**config.mk**
```make
export PLATFORM = sky130hd
export DESIGN_NAME = axi3_rr_arbiter_flat
export DESIGN_NICKNAME = d
export VERILOG_FILES = /design/src/rtl/axi3_rr_arbiter_if.sv /design/src/rtl/axi3_rr_arbiter.sv /design/src/flat_wrapper.sv
export SDC_FILE = /design/constraint.sdc
export NUM_CORES = 1
export LEC_CHECK = 0
export ABC_AREA = 1
export ABC_CLOCK_PERIOD_IN_PS = 3900
export CORE_AREA = 2 2 250 252
export CTS_CLUSTER_SIZE = 14
export DETAILED_ROUTE_END_ITERATION = 7
export DIE_AREA = 0 0 252 254
export PLACE_DENSITY = 0.45
export SYNTH_ARGS = -nofsm -noshare
export SYNTH_HDL_FRONTEND = slang
export SYNTH_SLANG_ARGS = --single-unit
```
**constraint.sdc**
```tcl
create_clock -name clock -period 3.9 [get_ports clock]
set_clock_uncertainty 0.2 [all_clocks]
set_input_delay 0.39 -clock clock [delete_from_list [all_inputs] [get_ports clock]]
set_output_delay 0.39 -clock clock [all_outputs]
set_load 0.01 [all_outputs]
```
**src/rtl/axi3_rr_arbiter_if.sv**
```systemverilog
// Bus bundles for the N-master to 1-slave AXI3 arbiter.
// axi3_rr_up_if carries the upstream (client) side: all masters packed into vectors.
// axi3_rr_dn_if carries the single downstream AXI3 port.

interface axi3_rr_up_if #(
  parameter int N_MASTERS = 3,
  parameter int ADDR_W    = 32,
  parameter int DATA_W    = 32
);
  localparam int AB = ADDR_W + 11;
  localparam int WB = DATA_W + DATA_W/8 + 1;

  logic [N_MASTERS-1:0]    m_ar_valid;
  logic [N_MASTERS-1:0]    m_ar_ready;
  logic [N_MASTERS*AB-1:0] m_ar_bits;
  logic [N_MASTERS-1:0]    m_r_valid;
  logic [N_MASTERS-1:0]    m_r_ready;
  logic [DATA_W+2:0]       m_r_bits;
  logic [N_MASTERS-1:0]    m_aw_valid;
  logic [N_MASTERS-1:0]    m_aw_ready;
  logic [N_MASTERS*AB-1:0] m_aw_bits;
  logic [N_MASTERS-1:0]    m_w_valid;
  logic [N_MASTERS-1:0]    m_w_ready;
  logic [N_MASTERS*WB-1:0] m_w_bits;
  logic [N_MASTERS-1:0]    m_b_valid;
  logic [N_MASTERS-1:0]    m_b_ready;
  logic [1:0]              m_b_resp;

  modport master (
    output m_ar_valid, m_ar_bits, m_r_ready, m_aw_valid, m_aw_bits,
           m_w_valid, m_w_bits, m_b_ready,
    input  m_ar_ready, m_r_valid, m_r_bits, m_aw_ready, m_w_ready,
           m_b_valid, m_b_resp
  );

  modport slave (
    input  m_ar_valid, m_ar_bits, m_r_ready, m_aw_valid, m_aw_bits,
           m_w_valid, m_w_bits, m_b_ready,
    output m_ar_ready, m_r_valid, m_r_bits, m_aw_ready, m_w_ready,
           m_b_valid, m_b_resp
  );
endinterface

interface axi3_rr_dn_if #(
  parameter int ID_W   = 4,
  parameter int ADDR_W = 32,
  parameter int DATA_W = 32
);
  logic [ID_W-1:0]     axi_arid;
  logic [ADDR_W-1:0]   axi_araddr;
  logic [7:0]          axi_arlen;
  logic [2:0]          axi_arsize;
  logic [1:0]          axi_arburst;
  logic [1:0]          axi_arlock;
  logic [3:0]          axi_arcache;
  logic [2:0]          axi_arprot;
  logic                axi_arvalid;
  logic                axi_arready;

  logic [ID_W-1:0]     axi_rid;
  logic [DATA_W-1:0]   axi_rdata;
  logic [1:0]          axi_rresp;
  logic                axi_rlast;
  logic                axi_rvalid;
  logic                axi_rready;

  logic [ID_W-1:0]     axi_awid;
  logic [ADDR_W-1:0]   axi_awaddr;
  logic [7:0]          axi_awlen;
  logic [2:0]          axi_awsize;
  logic [1:0]          axi_awburst;
  logic [1:0]          axi_awlock;
  logic [3:0]          axi_awcache;
  logic [2:0]          axi_awprot;
  logic                axi_awvalid;
  logic                axi_awready;

  logic [ID_W-1:0]     axi_wid;
  logic [DATA_W-1:0]   axi_wdata;
  logic [DATA_W/8-1:0] axi_wstrb;
  logic                axi_wlast;
  logic                axi_wvalid;
  logic                axi_wready;

  logic [ID_W-1:0]     axi_bid;
  logic [1:0]          axi_bresp;
  logic                axi_bvalid;
  logic                axi_bready;

  modport master (
    output axi_arid, axi_araddr, axi_arlen, axi_arsize, axi_arburst, axi_arlock,
           axi_arcache, axi_arprot, axi_arvalid, axi_rready,
           axi_awid, axi_awaddr, axi_awlen, axi_awsize, axi_awburst, axi_awlock,
           axi_awcache, axi_awprot, axi_awvalid,
           axi_wid, axi_wdata, axi_wstrb, axi_wlast, axi_wvalid, axi_bready,
    input  axi_arready, axi_rid, axi_rdata, axi_rresp, axi_rlast, axi_rvalid,
           axi_awready, axi_wready, axi_bid, axi_bresp, axi_bvalid
  );

  modport slave (
    input  axi_arid, axi_araddr, axi_arlen, axi_arsize, axi_arburst, axi_arlock,
           axi_arcache, axi_arprot, axi_arvalid, axi_rready,
           axi_awid, axi_awaddr, axi_awlen, axi_awsize, axi_awburst, axi_awlock,
           axi_awcache, axi_awprot, axi_awvalid,
           axi_wid, axi_wdata, axi_wstrb, axi_wlast, axi_wvalid, axi_bready,
    output axi_arready, axi_rid, axi_rdata, axi_rresp, axi_rlast, axi_rvalid,
           axi_awready, axi_wready, axi_bid, axi_bresp, axi_bvalid
  );
endinterface

```
**src/rtl/axi3_rr_arbiter.sv**
```systemverilog
// N-master to 1-slave AXI3 arbiter. Read and write paths arbitrate independently
// with round-robin pointers; each downstream burst carries ID = master index and
// R/B beats are routed back by ID. Unknown IDs are sunk.

module axi3_rr_arbiter #(
  parameter int N_MASTERS = 3,
  parameter int ID_W      = 4,
  parameter int ADDR_W    = 32,
  parameter int DATA_W    = 32
) (
  input  logic          clock,
  input  logic          reset,
  axi3_rr_up_if.slave   up,
  axi3_rr_dn_if.master  dn
);

  localparam int AB = ADDR_W + 11;
  localparam int WB = DATA_W + DATA_W/8 + 1;
  localparam logic [ID_W-1:0] LAST_IDX = ID_W'(N_MASTERS - 1);

  typedef enum logic       {AR_IDLE, AR_SEND}                 ar_state_t;
  typedef enum logic [1:0] {W_IDLE, W_BOTH, W_DATA, W_ADDR}   w_state_t;

  // First requester at or after the pointer, wrapping.
  function automatic logic [ID_W-1:0] f_rr_pick(input logic [N_MASTERS-1:0] i_req,
                                                input logic [ID_W-1:0]      i_ptr);
    logic [2*N_MASTERS-1:0] v_rot;
    logic [ID_W-1:0]        v_sel;
    logic                   v_found;
    int unsigned            v_idx;
    v_rot   = {i_req, i_req} >> i_ptr;
    v_sel   = '0;
    v_found = 1'b0;
    for (int unsigned k = 0; k < N_MASTERS; k++) begin
      if (!v_found && v_rot[k]) begin
        v_found = 1'b1;
        v_idx   = 32'(i_ptr) + k;
        if (v_idx >= 32'(N_MASTERS)) v_idx = v_idx - 32'(N_MASTERS);
        v_sel   = ID_W'(v_idx);
      end
    end
    return v_sel;
  endfunction

  function automatic logic [ID_W-1:0] f_next(input logic [ID_W-1:0] i_g);
    return (i_g == LAST_IDX) ? '0 : i_g + ID_W'(1);
  endfunction

  // ---------------- read path ----------------
  ar_state_t           r_ar_state;
  logic                r_arvalid;
  logic [ID_W-1:0]     r_arid;
  logic [ADDR_W-1:0]   r_araddr;
  logic [7:0]          r_arlen;
  logic [2:0]          r_arsize;
  logic [ID_W-1:0]     r_rd_ptr;
  logic [ID_W-1:0]     w_ar_pick;
  logic [AB-1:0]       w_ar_sel;

  assign w_ar_pick = f_rr_pick(up.m_ar_valid, r_rd_ptr);

  // Mux the request fields of the master the pointer would grant.
  always_comb begin
    w_ar_sel = '0;
    for (int unsigned i = 0; i < N_MASTERS; i++)
      if (w_ar_pick == ID_W'(i)) w_ar_sel = up.m_ar_bits[i*AB +: AB];
  end

  // Read address FSM: capture a grant, hold AR until accepted.
  always_ff @(posedge clock or posedge reset) begin
    if (reset) begin
      r_ar_state <= AR_IDLE;
      r_arvalid  <= 1'b0;
      r_arid     <= '0;
      r_araddr   <= '0;
      r_arlen    <= '0;
      r_arsize   <= '0;
      r_rd_ptr   <= '0;
    end else begin
      case (r_ar_state)
        AR_IDLE: begin
          if (|up.m_ar_valid) begin
            r_arid                         <= w_ar_pick;
            {r_araddr, r_arlen, r_arsize}  <= w_ar_sel;
            r_arvalid                      <= 1'b1;
            r_ar_state                     <= AR_SEND;
          end
        end
        AR_SEND: begin
          if (dn.axi_arready) begin
            r_arvalid  <= 1'b0;
            r_rd_ptr   <= f_next(r_arid);
            r_ar_state <= AR_IDLE;
          end
        end
        default: r_ar_state <= AR_IDLE;
      endcase
    end
  end

  assign dn.axi_arid    = r_arid;
  assign dn.axi_araddr  = r_araddr;
  assign dn.axi_arlen   = r_arlen;
  assign dn.axi_arsize  = r_arsize;
  assign dn.axi_arvalid = r_arvalid;
  assign dn.axi_arburst = 2'b01;
  assign dn.axi_arlock  = '0;
  assign dn.axi_arcache = '0;
  assign dn.axi_arprot  = '0;

  // Upstream accept coincides with the downstream AR handshake, so the master
  // drops valid before the FSM is back in AR_IDLE and cannot be re-granted.
  always_comb begin
    up.m_ar_ready = '0;
    for (int unsigned i = 0; i < N_MASTERS; i++)
      up.m_ar_ready[i] = r_arvalid && dn.axi_arready && (r_arid == ID_W'(i));
  end

  // R beats steered by rid; unknown rid is accepted and dropped.
  always_comb begin
    up.m_r_valid  = '0;
    dn.axi_rready = 1'b1;
    for (int unsigned i = 0; i < N_MASTERS; i++) begin
      if (dn.axi_rid == ID_W'(i)) begin
        up.m_r_valid[i] = dn.axi_rvalid;
        dn.axi_rready   = up.m_r_ready[i];
      end
    end
  end

  assign up.m_r_bits = {dn.axi_rdata, dn.axi_rresp, dn.axi_rlast};

  // ---------------- write path ----------------
  w_state_t            r_w_state;
  logic                r_awvalid;
  logic [ID_W-1:0]     r_wg;
  logic [ADDR_W-1:0]   r_awaddr;
  logic [7:0]          r_awlen;
  logic [2:0]          r_awsize;
  logic [ID_W-1:0]     r_wr_ptr;
  logic [ID_W-1:0]     w_aw_pick;
  logic [AB-1:0]       w_aw_sel;
  logic [WB-1:0]       w_wsel;
  logic                w_wfwd;
  logic                w_aw_hs;
  logic                w_wl_hs;

  assign w_aw_pick = f_rr_pick(up.m_aw_valid, r_wr_ptr);
  assign w_wfwd    = (r_w_state == W_BOTH) || (r_w_state == W_DATA);
  assign w_aw_hs   = r_awvalid && dn.axi_awready;
  assign w_wl_hs   = dn.axi_wvalid && dn.axi_wready && dn.axi_wlast;

  // Field muxes: AW candidate from the pointer, W data from the current grant.
  always_comb begin
    w_aw_sel = '0;
    w_wsel   = '0;
    for (int unsigned i = 0; i < N_MASTERS; i++) begin
      if (w_aw_pick == ID_W'(i)) w_aw_sel = up.m_aw_bits[i*AB +: AB];
      if (r_wg == ID_W'(i))      w_wsel   = up.m_w_bits[i*WB +: WB];
    end
  end

  // Write FSM: AW and the W burst may complete in either order.
  always_ff @(posedge clock or posedge reset) begin
    if (reset) begin
      r_w_state <= W_IDLE;
      r_awvalid <= 1'b0;
      r_wg      <= '0;
      r_awaddr  <= '0;
      r_awlen   <= '0;
      r_awsize  <= '0;
      r_wr_ptr  <= '0;
    end else begin
      case (r_w_state)
        W_IDLE: begin
          if (|up.m_aw_valid) begin
            r_wg                           <= w_aw_pick;
            {r_awaddr, r_awlen, r_awsize}  <= w_aw_sel;
            r_awvalid                      <= 1'b1;
            r_wr_ptr                       <= f_next(w_aw_pick);
            r_w_state                      <= W_BOTH;
          end
        end
        W_BOTH: begin
          if (w_aw_hs && w_wl_hs) begin
            r_awvalid <= 1'b0;
            r_w_state <= W_IDLE;
          end else if (w_aw_hs) begin
            r_awvalid <= 1'b0;
            r_w_state <= W_DATA;
          end else if (w_wl_hs) begin
            r_w_state <= W_ADDR;
          end
        end
        W_DATA: begin
          if (w_wl_hs) r_w_state <= W_IDLE;
        end
        W_ADDR: begin
          if (w_aw_hs) begin
            r_awvalid <= 1'b0;
            r_w_state <= W_IDLE;
          end
        end
        default: r_w_state <= W_IDLE;
      endcase
    end
  end

  assign dn.axi_awid    = r_wg;
  assign dn.axi_awaddr  = r_awaddr;
  assign dn.axi_awlen   = r_awlen;
  assign dn.axi_awsize  = r_awsize;
  assign dn.axi_awvalid = r_awvalid;
  assign dn.axi_awburst = 2'b01;
  assign dn.axi_awlock  = '0;
  assign dn.axi_awcache = '0;
  assign dn.axi_awprot  = '0;

  assign dn.axi_wid = r_wg;
  assign {dn.axi_wdata, dn.axi_wstrb, dn.axi_wlast} = w_wsel;

  // W handshake passes straight through for the granted master only.
  always_comb begin
    dn.axi_wvalid = 1'b0;
    up.m_w_ready  = '0;
    up.m_aw_ready = '0;
    for (int unsigned i = 0; i < N_MASTERS; i++) begin
      if (r_wg == ID_W'(i)) begin
        dn.axi_wvalid    = w_wfwd && up.m_w_valid[i];
        up.m_w_ready[i]  = w_wfwd && dn.axi_wready;
        up.m_aw_ready[i] = w_aw_hs;
      end
    end
  end

  // B responses steered by bid; unknown bid is sunk.
  always_comb begin
    up.m_b_valid  = '0;
    dn.axi_bready = 1'b1;
    for (int unsigned i = 0; i < N_MASTERS; i++) begin
      if (dn.axi_bid == ID_W'(i)) begin
        up.m_b_valid[i] = dn.axi_bvalid;
        dn.axi_bready   = up.m_b_ready[i];
      end
    end
  end

  assign up.m_b_resp = dn.axi_bresp;

endmodule

```
**src/flat_wrapper.sv**
```systemverilog
// flat-port wrapper written by rule: the top's interface ports become plain ports
module axi3_rr_arbiter_flat 
#(
  parameter int N_MASTERS = 3,
  parameter int ID_W      = 4,
  parameter int ADDR_W    = 32,
  parameter int DATA_W    = 32
)
  (clock, reset, up_m_ar_valid, up_m_ar_bits, up_m_r_ready, up_m_aw_valid, up_m_aw_bits, up_m_w_valid, up_m_w_bits, up_m_b_ready, up_m_ar_ready, up_m_r_valid, up_m_r_bits, up_m_aw_ready, up_m_w_ready, up_m_b_valid, up_m_b_resp, dn_axi_arid, dn_axi_araddr, dn_axi_arlen, dn_axi_arsize, dn_axi_arburst, dn_axi_arlock, dn_axi_arcache, dn_axi_arprot, dn_axi_arvalid, dn_axi_rready, dn_axi_awid, dn_axi_awaddr, dn_axi_awlen, dn_axi_awsize, dn_axi_awburst, dn_axi_awlock, dn_axi_awcache, dn_axi_awprot, dn_axi_awvalid, dn_axi_wid, dn_axi_wdata, dn_axi_wstrb, dn_axi_wlast, dn_axi_wvalid, dn_axi_bready, dn_axi_arready, dn_axi_rid, dn_axi_rdata, dn_axi_rresp, dn_axi_rlast, dn_axi_rvalid, dn_axi_awready, dn_axi_wready, dn_axi_bid, dn_axi_bresp, dn_axi_bvalid);
  axi3_rr_up_if #(.N_MASTERS(N_MASTERS), .ADDR_W(ADDR_W), .DATA_W(DATA_W)) up_i ();
  axi3_rr_dn_if #(.ID_W(ID_W), .ADDR_W(ADDR_W), .DATA_W(DATA_W)) dn_i ();
  input  logic clock;
  input  logic reset;
  input wire logic [$bits(up_i.m_ar_valid)-1:0] up_m_ar_valid;
  input wire logic [$bits(up_i.m_ar_bits)-1:0] up_m_ar_bits;
  input wire logic [$bits(up_i.m_r_ready)-1:0] up_m_r_ready;
  input wire logic [$bits(up_i.m_aw_valid)-1:0] up_m_aw_valid;
  input wire logic [$bits(up_i.m_aw_bits)-1:0] up_m_aw_bits;
  input wire logic [$bits(up_i.m_w_valid)-1:0] up_m_w_valid;
  input wire logic [$bits(up_i.m_w_bits)-1:0] up_m_w_bits;
  input wire logic [$bits(up_i.m_b_ready)-1:0] up_m_b_ready;
  output wire logic [$bits(up_i.m_ar_ready)-1:0] up_m_ar_ready;
  output wire logic [$bits(up_i.m_r_valid)-1:0] up_m_r_valid;
  output wire logic [$bits(up_i.m_r_bits)-1:0] up_m_r_bits;
  output wire logic [$bits(up_i.m_aw_ready)-1:0] up_m_aw_ready;
  output wire logic [$bits(up_i.m_w_ready)-1:0] up_m_w_ready;
  output wire logic [$bits(up_i.m_b_valid)-1:0] up_m_b_valid;
  output wire logic [$bits(up_i.m_b_resp)-1:0] up_m_b_resp;
  output wire logic [$bits(dn_i.axi_arid)-1:0] dn_axi_arid;
  output wire logic [$bits(dn_i.axi_araddr)-1:0] dn_axi_araddr;
  output wire logic [$bits(dn_i.axi_arlen)-1:0] dn_axi_arlen;
  output wire logic [$bits(dn_i.axi_arsize)-1:0] dn_axi_arsize;
  output wire logic [$bits(dn_i.axi_arburst)-1:0] dn_axi_arburst;
  output wire logic [$bits(dn_i.axi_arlock)-1:0] dn_axi_arlock;
  output wire logic [$bits(dn_i.axi_arcache)-1:0] dn_axi_arcache;
  output wire logic [$bits(dn_i.axi_arprot)-1:0] dn_axi_arprot;
  output wire logic [$bits(dn_i.axi_arvalid)-1:0] dn_axi_arvalid;
  output wire logic [$bits(dn_i.axi_rready)-1:0] dn_axi_rready;
  output wire logic [$bits(dn_i.axi_awid)-1:0] dn_axi_awid;
  output wire logic [$bits(dn_i.axi_awaddr)-1:0] dn_axi_awaddr;
  output wire logic [$bits(dn_i.axi_awlen)-1:0] dn_axi_awlen;
  output wire logic [$bits(dn_i.axi_awsize)-1:0] dn_axi_awsize;
  output wire logic [$bits(dn_i.axi_awburst)-1:0] dn_axi_awburst;
  output wire logic [$bits(dn_i.axi_awlock)-1:0] dn_axi_awlock;
  output wire logic [$bits(dn_i.axi_awcache)-1:0] dn_axi_awcache;
  output wire logic [$bits(dn_i.axi_awprot)-1:0] dn_axi_awprot;
  output wire logic [$bits(dn_i.axi_awvalid)-1:0] dn_axi_awvalid;
  output wire logic [$bits(dn_i.axi_wid)-1:0] dn_axi_wid;
  output wire logic [$bits(dn_i.axi_wdata)-1:0] dn_axi_wdata;
  output wire logic [$bits(dn_i.axi_wstrb)-1:0] dn_axi_wstrb;
  output wire logic [$bits(dn_i.axi_wlast)-1:0] dn_axi_wlast;
  output wire logic [$bits(dn_i.axi_wvalid)-1:0] dn_axi_wvalid;
  output wire logic [$bits(dn_i.axi_bready)-1:0] dn_axi_bready;
  input wire logic [$bits(dn_i.axi_arready)-1:0] dn_axi_arready;
  input wire logic [$bits(dn_i.axi_rid)-1:0] dn_axi_rid;
  input wire logic [$bits(dn_i.axi_rdata)-1:0] dn_axi_rdata;
  input wire logic [$bits(dn_i.axi_rresp)-1:0] dn_axi_rresp;
  input wire logic [$bits(dn_i.axi_rlast)-1:0] dn_axi_rlast;
  input wire logic [$bits(dn_i.axi_rvalid)-1:0] dn_axi_rvalid;
  input wire logic [$bits(dn_i.axi_awready)-1:0] dn_axi_awready;
  input wire logic [$bits(dn_i.axi_wready)-1:0] dn_axi_wready;
  input wire logic [$bits(dn_i.axi_bid)-1:0] dn_axi_bid;
  input wire logic [$bits(dn_i.axi_bresp)-1:0] dn_axi_bresp;
  input wire logic [$bits(dn_i.axi_bvalid)-1:0] dn_axi_bvalid;
  assign up_i.m_ar_valid = up_m_ar_valid;
  assign up_i.m_ar_bits = up_m_ar_bits;
  assign up_i.m_r_ready = up_m_r_ready;
  assign up_i.m_aw_valid = up_m_aw_valid;
  assign up_i.m_aw_bits = up_m_aw_bits;
  assign up_i.m_w_valid = up_m_w_valid;
  assign up_i.m_w_bits = up_m_w_bits;
  assign up_i.m_b_ready = up_m_b_ready;
  assign up_m_ar_ready = up_i.m_ar_ready;
  assign up_m_r_valid = up_i.m_r_valid;
  assign up_m_r_bits = up_i.m_r_bits;
  assign up_m_aw_ready = up_i.m_aw_ready;
  assign up_m_w_ready = up_i.m_w_ready;
  assign up_m_b_valid = up_i.m_b_valid;
  assign up_m_b_resp = up_i.m_b_resp;
  assign dn_axi_arid = dn_i.axi_arid;
  assign dn_axi_araddr = dn_i.axi_araddr;
  assign dn_axi_arlen = dn_i.axi_arlen;
  assign dn_axi_arsize = dn_i.axi_arsize;
  assign dn_axi_arburst = dn_i.axi_arburst;
  assign dn_axi_arlock = dn_i.axi_arlock;
  assign dn_axi_arcache = dn_i.axi_arcache;
  assign dn_axi_arprot = dn_i.axi_arprot;
  assign dn_axi_arvalid = dn_i.axi_arvalid;
  assign dn_axi_rready = dn_i.axi_rready;
  assign dn_axi_awid = dn_i.axi_awid;
  assign dn_axi_awaddr = dn_i.axi_awaddr;
  assign dn_axi_awlen = dn_i.axi_awlen;
  assign dn_axi_awsize = dn_i.axi_awsize;
  assign dn_axi_awburst = dn_i.axi_awburst;
  assign dn_axi_awlock = dn_i.axi_awlock;
  assign dn_axi_awcache = dn_i.axi_awcache;
  assign dn_axi_awprot = dn_i.axi_awprot;
  assign dn_axi_awvalid = dn_i.axi_awvalid;
  assign dn_axi_wid = dn_i.axi_wid;
  assign dn_axi_wdata = dn_i.axi_wdata;
  assign dn_axi_wstrb = dn_i.axi_wstrb;
  assign dn_axi_wlast = dn_i.axi_wlast;
  assign dn_axi_wvalid = dn_i.axi_wvalid;
  assign dn_axi_bready = dn_i.axi_bready;
  assign dn_i.axi_arready = dn_axi_arready;
  assign dn_i.axi_rid = dn_axi_rid;
  assign dn_i.axi_rdata = dn_axi_rdata;
  assign dn_i.axi_rresp = dn_axi_rresp;
  assign dn_i.axi_rlast = dn_axi_rlast;
  assign dn_i.axi_rvalid = dn_axi_rvalid;
  assign dn_i.axi_awready = dn_axi_awready;
  assign dn_i.axi_wready = dn_axi_wready;
  assign dn_i.axi_bid = dn_axi_bid;
  assign dn_i.axi_bresp = dn_axi_bresp;
  assign dn_i.axi_bvalid = dn_axi_bvalid;
  axi3_rr_arbiter #(.N_MASTERS(N_MASTERS), .ID_W(ID_W), .ADDR_W(ADDR_W), .DATA_W(DATA_W)) u_core (.clock(clock), .reset(reset), .up(up_i), .dn(dn_i));
endmodule
```
# After elaboration in Yosys (flattened, before gate mapping)
# Index checks and enable logic that the tools add are counted.
dict set report word_totals {
  rom_bits 0
  regBits 107
  memories 0
  inputBits 436
  word_cells 158
  latchBits 0
  ramBits 0
}
dict set report classes {
  n_mux 65
  mul 0
  reduce_logical 37
  bitwise_logic 1
  div_mod_pow 0
  addsub 12
  n_eq_ne 21
  n_lt_le_gt_ge 6
  shift 2
}
# cell count
set op_table {}
lappend op_table {{43-bit 2-to-1 mux} 6}
lappend op_table {{37-bit 2-to-1 mux} 3}
lappend op_table {{4-bit 2-to-1 mux} 14}
lappend op_table {{1-bit 2-to-1 mux} 32}
lappend op_table {{4-bit by 1-bit equality test with 1-bit output (second input constant)} 6}
lappend op_table {{4-bit by 2-bit equality test with 1-bit output (second input constant)} 6}
lappend op_table {{4-bit zero test} 6}
lappend op_table {{4-bit by 2-bit subtractor with 4-bit output (second input constant)} 6}
lappend op_table {{5-bit by 2-bit >= comparator with 1-bit output (second input constant)} 4}
lappend op_table {{1-bit logical AND} 16}
lappend op_table {{2-bit 2-to-1 mux} 6}
lappend op_table {{6-bit by 4-bit >> shifter with 3-bit output} 2}
lappend op_table {{4-bit by 1-bit adder with 5-bit output (second input constant)} 2}
lappend op_table {{4-bit by 2-bit adder with 5-bit output (second input constant)} 2}
lappend op_table {{2-bit AND reduction} 5}
lappend op_table {{4-bit by 1-bit adder with 4-bit output (second input constant)} 2}
lappend op_table {{4-bit by 2-bit >= comparator with 1-bit output (second input constant)} 2}
lappend op_table {{2-bit by 1-bit inequality test with 1-bit output (second input constant)} 4}
lappend op_table {{2-bit case mux with 4 select lines} 1}
lappend op_table {{3-bit OR reduction} 2}
lappend op_table {{2-bit equality test (second input constant)} 2}
lappend op_table {{1-bit zero test} 4}
lappend op_table {{4-bit by 2-bit inequality test with 1-bit output (second input constant)} 1}
lappend op_table {{1-bit case mux with 2 select lines} 2}
lappend op_table {{other kinds (8)} 8}

# Longest topological paths before layout
# Gate-level depths: netlist of the first run.
dict set report depth {
  word_depth 12
  depth_mapped 20
  mapped_depth_nobuf 18
}

# Worst setup path after synthesis of the first run
# No wires, ideal clock.
dict set report synth_timing {
  path_kind {reg2reg}
  startpoint {register u_core.r_rd_ptr[1]}
  endpoint {register u_core.r_araddr[10], in the netlist u_core.dn.axi_araddr[10]}
  setup_slack_ns 1.271
  stages_incl_launch_ff 18
  path_buffers 2
  period_less_slack_ns 2.629
  arrival_time_ns 2.312
  required_ns 3.584
  path_cell_list {dfrtp_1 > inv_1 > ha_1 > inv_1 > nand2_1 > nor2_4 > nand3_2 > and2_1 > nand3_1 > nand3_2 > nor2_4 > buf_6 > buf_4 > nand3_1 > nand2_1 > inv_1 > nand2_1 > nand2_1}
}
dict set report synth_between {
  elab_chain_cells 12
  elab_cells_between_ends 27
  classes_between {add/sub: 5; order compare: 3; eq/ne: 2; shift: 1; mux: 11; reduce/logical: 5}
}
# item line
set synth_rtl {}
lappend synth_rtl {{from (decl)} axi3_rr_arbiter.sv:56} ;# logic [ID_W-1:0] r_rd_ptr;
lappend synth_rtl {{from (signal assigned)} axi3_rr_arbiter.sv:92} ;# r_rd_ptr <= f_next(r_arid);
lappend synth_rtl {{branches (longest 7 deep; another with 4-bit by 1-bit adder with 5-bit output)} --}
lappend synth_rtl {{4-bit 2-to-1 mux *} axi3_rr_arbiter.sv:35} ;# if (!v_found && v_rot[k]) begin
lappend synth_rtl {{4-bit zero test} axi3_rr_arbiter.sv:66} ;# if (w_ar_pick == ID_W'(i)) w_ar_sel = up.m_ar_bits[i*AB +: AB];
lappend synth_rtl {{43-bit 2-to-1 mux (2 in a row)} axi3_rr_arbiter.sv:66}
lappend synth_rtl {{43-bit 2-to-1 mux *} axi3_rr_arbiter.sv:66}
lappend synth_rtl {{to (signal assigned)} axi3_rr_arbiter.sv:84} ;# {r_araddr, r_arlen, r_arsize} <= w_ar_sel;
lappend synth_rtl {{to (decl)} axi3_rr_arbiter.sv:53} ;# logic [ADDR_W-1:0] r_araddr;
# Every way passes the cells marked *.
# A chain may end at the register's enable or synchronous reset.

# Final worst setup path of the first run
dict set report layout_timing {
  startpoint {register u_core.r_rd_ptr[0]}
  endpoint {register u_core.r_araddr[19], in the netlist u_core.dn.axi_araddr[19]}
}
# Same word-level chain as after synthesis.

==> metrics, run 1 <==
internal power=8.04 mW; final setup violating endpoints=0; Worst-path clk slew=0.08 ns; die span in y=254 um; leading register cell type out of synthesis=dfrtp_1; total leakage power=8.24 nW; setup TNS=0 ns; Synth area leader=dfrtp_1; Antenna Nets Post-Route=0; Worst-Margin Slew=0.948 ns; Tot GR Track Use=approximately 15%; clock latency on the worst-skew pair=approximately 0.4 ns; largest net degree at the start of global routing=67; RD Place Congestion=0.875; cts repair resizes=0; Most Crowded Layer GR=met2; period utilization=about nine tenths; Sink Count=107; Gate power share=a little over four fifths; Worst R2R Start=u_core.r_rd_ptr[0]$_DFFE_PP0P_; Yosys warning count=0; crit start category=flip-flop; dpl hpwl=37600 um; async set-or-reset flop fraction in the synthesized netlist=100%; relative slew slack=a little under two fifths; sequential share of the synthesized area=between 20% and 30%; most frequent cells in the layout=clkdlybuf4s50_1, nand2_1, nand3_1; nets@finish=2586; port bufs=553; core region area=61300 um2; Max-Cap Viols=0; Max Freq=280 MHz; Hold Fails Final Rpt=0; Initial DRT Pass Iterations=5; #FFs+latches synth=107; grt met1 use=17.9%; die area=64000 um2; Die X=around 250 um; worst reg2reg setup slack=0.33 ns; Post-synth EDFFs=0; CP endpoint kind=flip-flop; status=finished clean; cell area power density=1130 nW/um2; vias per cell=4.13; total number of vias=12100; proportion of layout cells with a drive suffix above 1=4.63%; I/O Pins=650; Net Sw Frac=56.7%; CTS tree=done; clock power share=roughly 5.3%; Root Driver=clkbuf_16; met3 Track Usage GR=5.45%; RSZ-0062 raised after global routing=false; Starting Density=16.5%; proportion of netlist area held by the largest area contributor=26.4%; clock buffer depth=2; synthesized area=10100 um2; Synth area leaders=dfrtp_1, nand3_1, nand2_1; worst vdd ir=1000 uV; Data required, critical path=between 3 and 4 ns; P_sw=around 11 mW; initial antenna violation count=7; Total Wirelength=47800 um; Filler cells=~6800; commonest non-fill, non-tap cell in the layout=clkdlybuf4s50_1; RR Endpoint=u_core.dn.axi_araddr[19]$_DFFE_PP0P_; fin util=26.8%; Flop pwr share=11.5%; syn_area_per_cell=6.05 um2; H-tree Lvls=3; R2R cell count=18; final slew viol count=0; Rows=91; Mapped Cells=1673; initial drt markers=677; met2 Usage GRT=24.0%; Residual DRC=0; clock period minus worst slack=3.57 ns; wire per inst=16.3 um; maximum fanout along the worst path=43; Area growth syn-to-layout=62.5%; hold crit path type=input port to async pin; vias in the first global route=12000; total CTS buffers=9; crit path DAT=~3.7 ns; gr ovfl total=0; first-pass GRT wire length=about 72000 um; Cell variety after synth=34; WS Path Type=flip-flop to flip-flop
==> logic make-up after synthesis <==
family	count (synthesis)	synth area share (%)
xor+xnor	9	0.779
buf+inv	468	21.5
compound gates	86	5.94
simple gates	984	43.1
other cells	2	0.0742
fa+ha+maj	17	2.10
flops	107	26.4
==> flip-flops by register name (all words and copies together) (netlist names), 3 cells and up <==
name,count
u_core.dn.axi_araddr,32
u_core.dn.axi_arid,4
u_core.dn.axi_arlen,8
u_core.dn.axi_arsize,3
u_core.dn.axi_awaddr,32
u_core.dn.axi_awid,4
u_core.dn.axi_awlen,8
u_core.dn.axi_awsize,3
u_core.r_rd_ptr,4
u_core.r_wr_ptr,4
==> area by class of cell <==
cell class / count / area (um2) / area share (%)
Tap cell: 790 / 988 / 6.01
Sequential cell: 107 / 2680 / 16.3
Antenna cell: 1 / 2.50 / 0.0152
Clock inverter: 4 / 33.8 / 0.205
Multi-Input combinational cell: 1119 / 5390 / 32.7
Inverter: 310 / 1170 / 7.11
Clock buffer: 12 / 256 / 1.56
Timing Repair Buffer: 586 / 5930 / 36.1
==> power by group through the flow <==
| stage | Sequential [mW] | Clock [mW] | Combinational (mW) |
|---|---|---|---|
| 2_1_floorplan | 2.21 | 0 | 10.1 |
| 3_3_place_gp | 2.15 | 0 | 15.3 |
| 3_5_place_dp | 2.15 | 0 | 15.4 |
| 4_1_cts | 2.14 | 1.06 | 15.5 |
| 5_1_grt | 2.21 | 1.07 | 17.4 |
| 6_report | 2.13 | 0.977 | 15.5 |
==> cells in the mapped netlist, types with 2 or more instances <==
cell and n:
nand2_1 507, buf_2 36, nand3b_1 2, nor2_1 40, o211ai_1 2, dfrtp_1 107, o221ai_1 38, inv_2 16
clkbuf_1 26, o22ai_1 3, nand3_1 394, nand4_1 4, xor2_1 8, conb_1 2, a21oi_1 7, buf_4 82
nor3_1 7, ha_1 17, nand3_2 8, nor2_4 10, buf_6 9, nand2_2 5, inv_1 294, a31o_2 2
a31oi_1 2, nor2_2 6, buf_1 5, o21ai_0 28
==> metrics by stage <==
step	cell area [um2]	hold slack, ns	power (mW)	std cells	setup WS [ns]
detailed placement	16100	0.264	17.6	2907	0.297
finish	16400	0.235	18.6	2929	0.325
global placement	16100	0.262	17.5	2907	0.337
CTS	16400	0.239	18.7	2923	0.291
floorplan	10200	0.286	12.3	1693	0.493
global route	16400	0.278	20.7	2928	0.0213
==> layer usage <==
layer	part of all wire (%)	vias to the layer above
met1	43	5515
met2	46	432
li1	-	6085
met3	8.5	63
met4	1.9	12
met5	0.19	-
==> critical path, stage by stage (launching register included) <==
cell     delay (ns)
dfrtp_1        0.67
inv_2          0.17
ha_1           0.38
inv_1          0.09
nand2_1        0.09
nand3_1        0.10
nor2_2         0.15
nand2_1        0.09
nand2_1        0.07
nand2_1        0.05
nand3_1        0.09
nand2_1        0.05
nor2_1         0.39
nor2_4         0.19
nand2_2        0.12
buf_12         0.22
nand3_1        0.18
nand2_1        0.09
nand2_1        0.05
==> worst max path at each step <==
stage                                               from                                   end  cells past startpoint
after floorplan                                    reset   u_core.dn.axi_araddr[0]$_DFFE_PP0P_                      1
after CTS                 u_core.r_rd_ptr[0]$_DFFE_PP0P_  u_core.dn.axi_araddr[26]$_DFFE_PP0P_                     18
after global placement    u_core.r_rd_ptr[0]$_DFFE_PP0P_   u_core.dn.axi_araddr[3]$_DFFE_PP0P_                     18
after global routing      u_core.r_rd_ptr[0]$_DFFE_PP0P_    u_core.dn.axi_arlen[7]$_DFFE_PP0P_                     18
after detailed placement  u_core.r_rd_ptr[0]$_DFFE_PP0P_  u_core.dn.axi_araddr[26]$_DFFE_PP0P_                     18
final                     u_core.r_rd_ptr[0]$_DFFE_PP0P_  u_core.dn.axi_araddr[19]$_DFFE_PP0P_                     18
==> timing repair <==
item	4_1_cts	5_1_grt
endpoints found under the setup margin	0	25
buffers inserted	0	4
hold buffers	0	0
(Power assumes the default switching activity.)
==> run 2, diff against run 1 <==
Settings changed: CTS_CLUSTER_SIZE 14 to 24, GPL_ROUTABILITY_DRIVEN set to 0, TNS_END_PERCENT set to 5.
==> run 2 against run 1 <==
Against the previous run:
- die area unchanged
- first-iteration DRC count fell by 1.6%
- flip-flop and latch count unchanged
- clock power grew 8%
- via count up 0.52%
- cell area rose by 0.24%
- largest power group unchanged
==> metrics, run 2 (synthesis gave the netlist of run 1 again) <==
cell area power density=1120 nW/um2 (-0.65%); WS Path Type=flip-flop to flip-flop; FF+latch area=2680 um2 (unchanged); Rows=91 (unchanged); Sink Count=107 (unchanged); relative slew slack=35.2% (-1.5 points); largest net degree at the start of global routing=66 (-1.5%); Worst-path clk slew=0.08 ns (about the same); wire per inst=16.4 um (+0.34%); die area=64000 um2 (unchanged); Placed Area=16200 um2 (+0.34%); Antenna Nets Post-Route=0 (unchanged); Area growth syn-to-layout=62.8%; crit path DAT=3.60 ns (-0.05 ns); H-tree Lvls=3 (unchanged); # Post-CTS Setup Buffers=0 (unchanged); total CTS buffers=9 (unchanged); Tot GR Track Use=14.6% (-0.036 points); Hold Fails Final Rpt=0 (unchanged); Max-Cap Viols=0 (unchanged); maximum fanout along the worst path=37 (-14%); die span in y=254 um (unchanged); Worst-Margin Slew=0.970 ns (+0.0217 ns); final setup violating endpoints=0 (unchanged); port bufs=553 (unchanged); I/O Pins=650 (unchanged); clock buffer depth=2 (unchanged); proportion of layout cells with a drive suffix above 1=4.76% (+0.13 points); Root Driver=clkbuf_16; Total Wirelength=48100 um (+0.51%); gr ovfl total=0 (unchanged); CTS tree=done; Filler cells=6845 (+0.20%); Data required, critical path=3.97 ns (about the same); hold crit path type=input port to async pin; Setup crit start=u_core.r_rd_ptr[0]$_DFFE_PP0P_; Initial DRT Pass Iterations=5 (unchanged); setup TNS=0 ns (unchanged); core region area=61300 um2 (unchanged); commonest non-fill, non-tap cell in the layout=clkdlybuf4s50_1; initial antenna violation count=7 (unchanged); Max Freq=283 MHz (+1.2%); vias in the first global route=12000 (+0.38%); CP endpoint kind=flip-flop; crit start category=flip-flop; final slew viol count=0 (unchanged); dpl hpwl=37900 um (+0.81%); worst vdd ir=1050 uV (+4.6%); most frequent cells in the layout=clkdlybuf4s50_1, nand2_1, nand3_1; # hold bufs at CTS=0 (unchanged); Worst R2R Start=u_core.r_rd_ptr[0]$_DFFE_PP0P_; R2R cell count=18 (unchanged); first-pass GRT wire length=71500 um (about the same); multi-input logic area=5380 um2 (-0.12%); Starting Density=16.5% (unchanged); post-route cell area=16500 um2 (+0.24%); vias per cell=4.15 (+0.35%); RSZ-0062 raised after global routing=false; total number of vias=12200 (+0.52%); Residual DRC=0 (unchanged); period utilization=90.6% (-1.1 points); clock period minus worst slack=3.53 ns (-0.0418 ns); initial drt markers=666 (-1.6%); nets@finish=2590 (+0.15%); total leakage power=8.26 nW (+0.22%); clock latency on the worst-skew pair=0.38 ns (about the same); Die X=252 um (unchanged); status=finished clean; cts repair resizes=0 (unchanged)
==> run 2: final timing paths <==
check	endpoint	slack (ns)
setup / recovery	u_core.dn.axi_araddr[3]$_DFFE_PP0P_	0.37
hold / removal	u_core.dn.axi_awaddr[6]$_DFFE_PP0P_	0.25
setup reg to reg	u_core.dn.axi_araddr[3]$_DFFE_PP0P_	0.37
hold reg to reg	u_core.dn.axi_araddr[29]$_DFFE_PP0P_	0.28
max in group asynchronous	u_core.dn.axi_awaddr[17]$_DFFE_PP0P_	2.51
min in group clock	u_core.dn.axi_araddr[29]$_DFFE_PP0P_	0.28
==> run 2: stage by stage <==
step           power, mW  worst slack (ns)  instances  hold WS [ns]  utilization [%]
3_3_place_gp        17.5             0.483       2916         0.261             26.4
6_report            18.5             0.367       2934         0.252             26.9
4_1_cts             18.8             0.324       2931         0.271             26.9
5_1_grt             20.5            0.0849       2932         0.301             26.9
2_1_floorplan       12.3             0.493       1693         0.286                -
3_5_place_dp        17.7             0.401       2916         0.266             26.4
==> run 2: critical path: stages (launching register included) <==
cell and delay (ns):
dfrtp_1 0.68, inv_2 0.19, ha_1 0.37, inv_1 0.08
nand2_1 0.09, inv_1 0.04, nor2_1 0.15, nand2_1 0.07
nor2_1 0.13, nor2_1 0.06, nand3_1 0.06, nand3_1 0.15
nor2_4 0.51, buf_12 0.27, nand3_1 0.10, nand2_1 0.08
inv_1 0.04, nand2_1 0.07, nand2_1 0.05
==> run 2: report_power, final <==
part | internal (mW) | switching [mW]
logic | 5.78 | 9.55
clock network | 0.579 | 0.482
registers | 1.69 | 0.424
total | 8.05 | 10.5
==> run 2: cell type report <==
type,count,area share (%)
Clock inverter,4,0.455
Inverter,310,7.09
Clock buffer,11,1.47
Antenna cell,3,0.0455
Timing Repair Buffer,591,36.1
Multi-Input combinational cell,1118,32.6
Tap cell,790,6.00
Sequential cell,107,16.2
==> run 2: layer usage <==
| metal | routed length, um | part of all wire [%] | global-route usage, % |
|---|---|---|---|
| met5 | 55 | 0.11 | 0 |
| met4 | 928 | 1.9 | 4.43 |
| met3 | 3590 | 7.5 | 4.04 |
| met2 | 21800 | 45 | 23.7 |
| met1 | 21700 | 45 | 18.6 |
==> run 3, diff against run 2 <==
Settings changed: SKIP_LAST_GASP set to 1.
==> results of run 3 <==
Same layout as run 2: the final DEF is identical, and so are final timing and power.
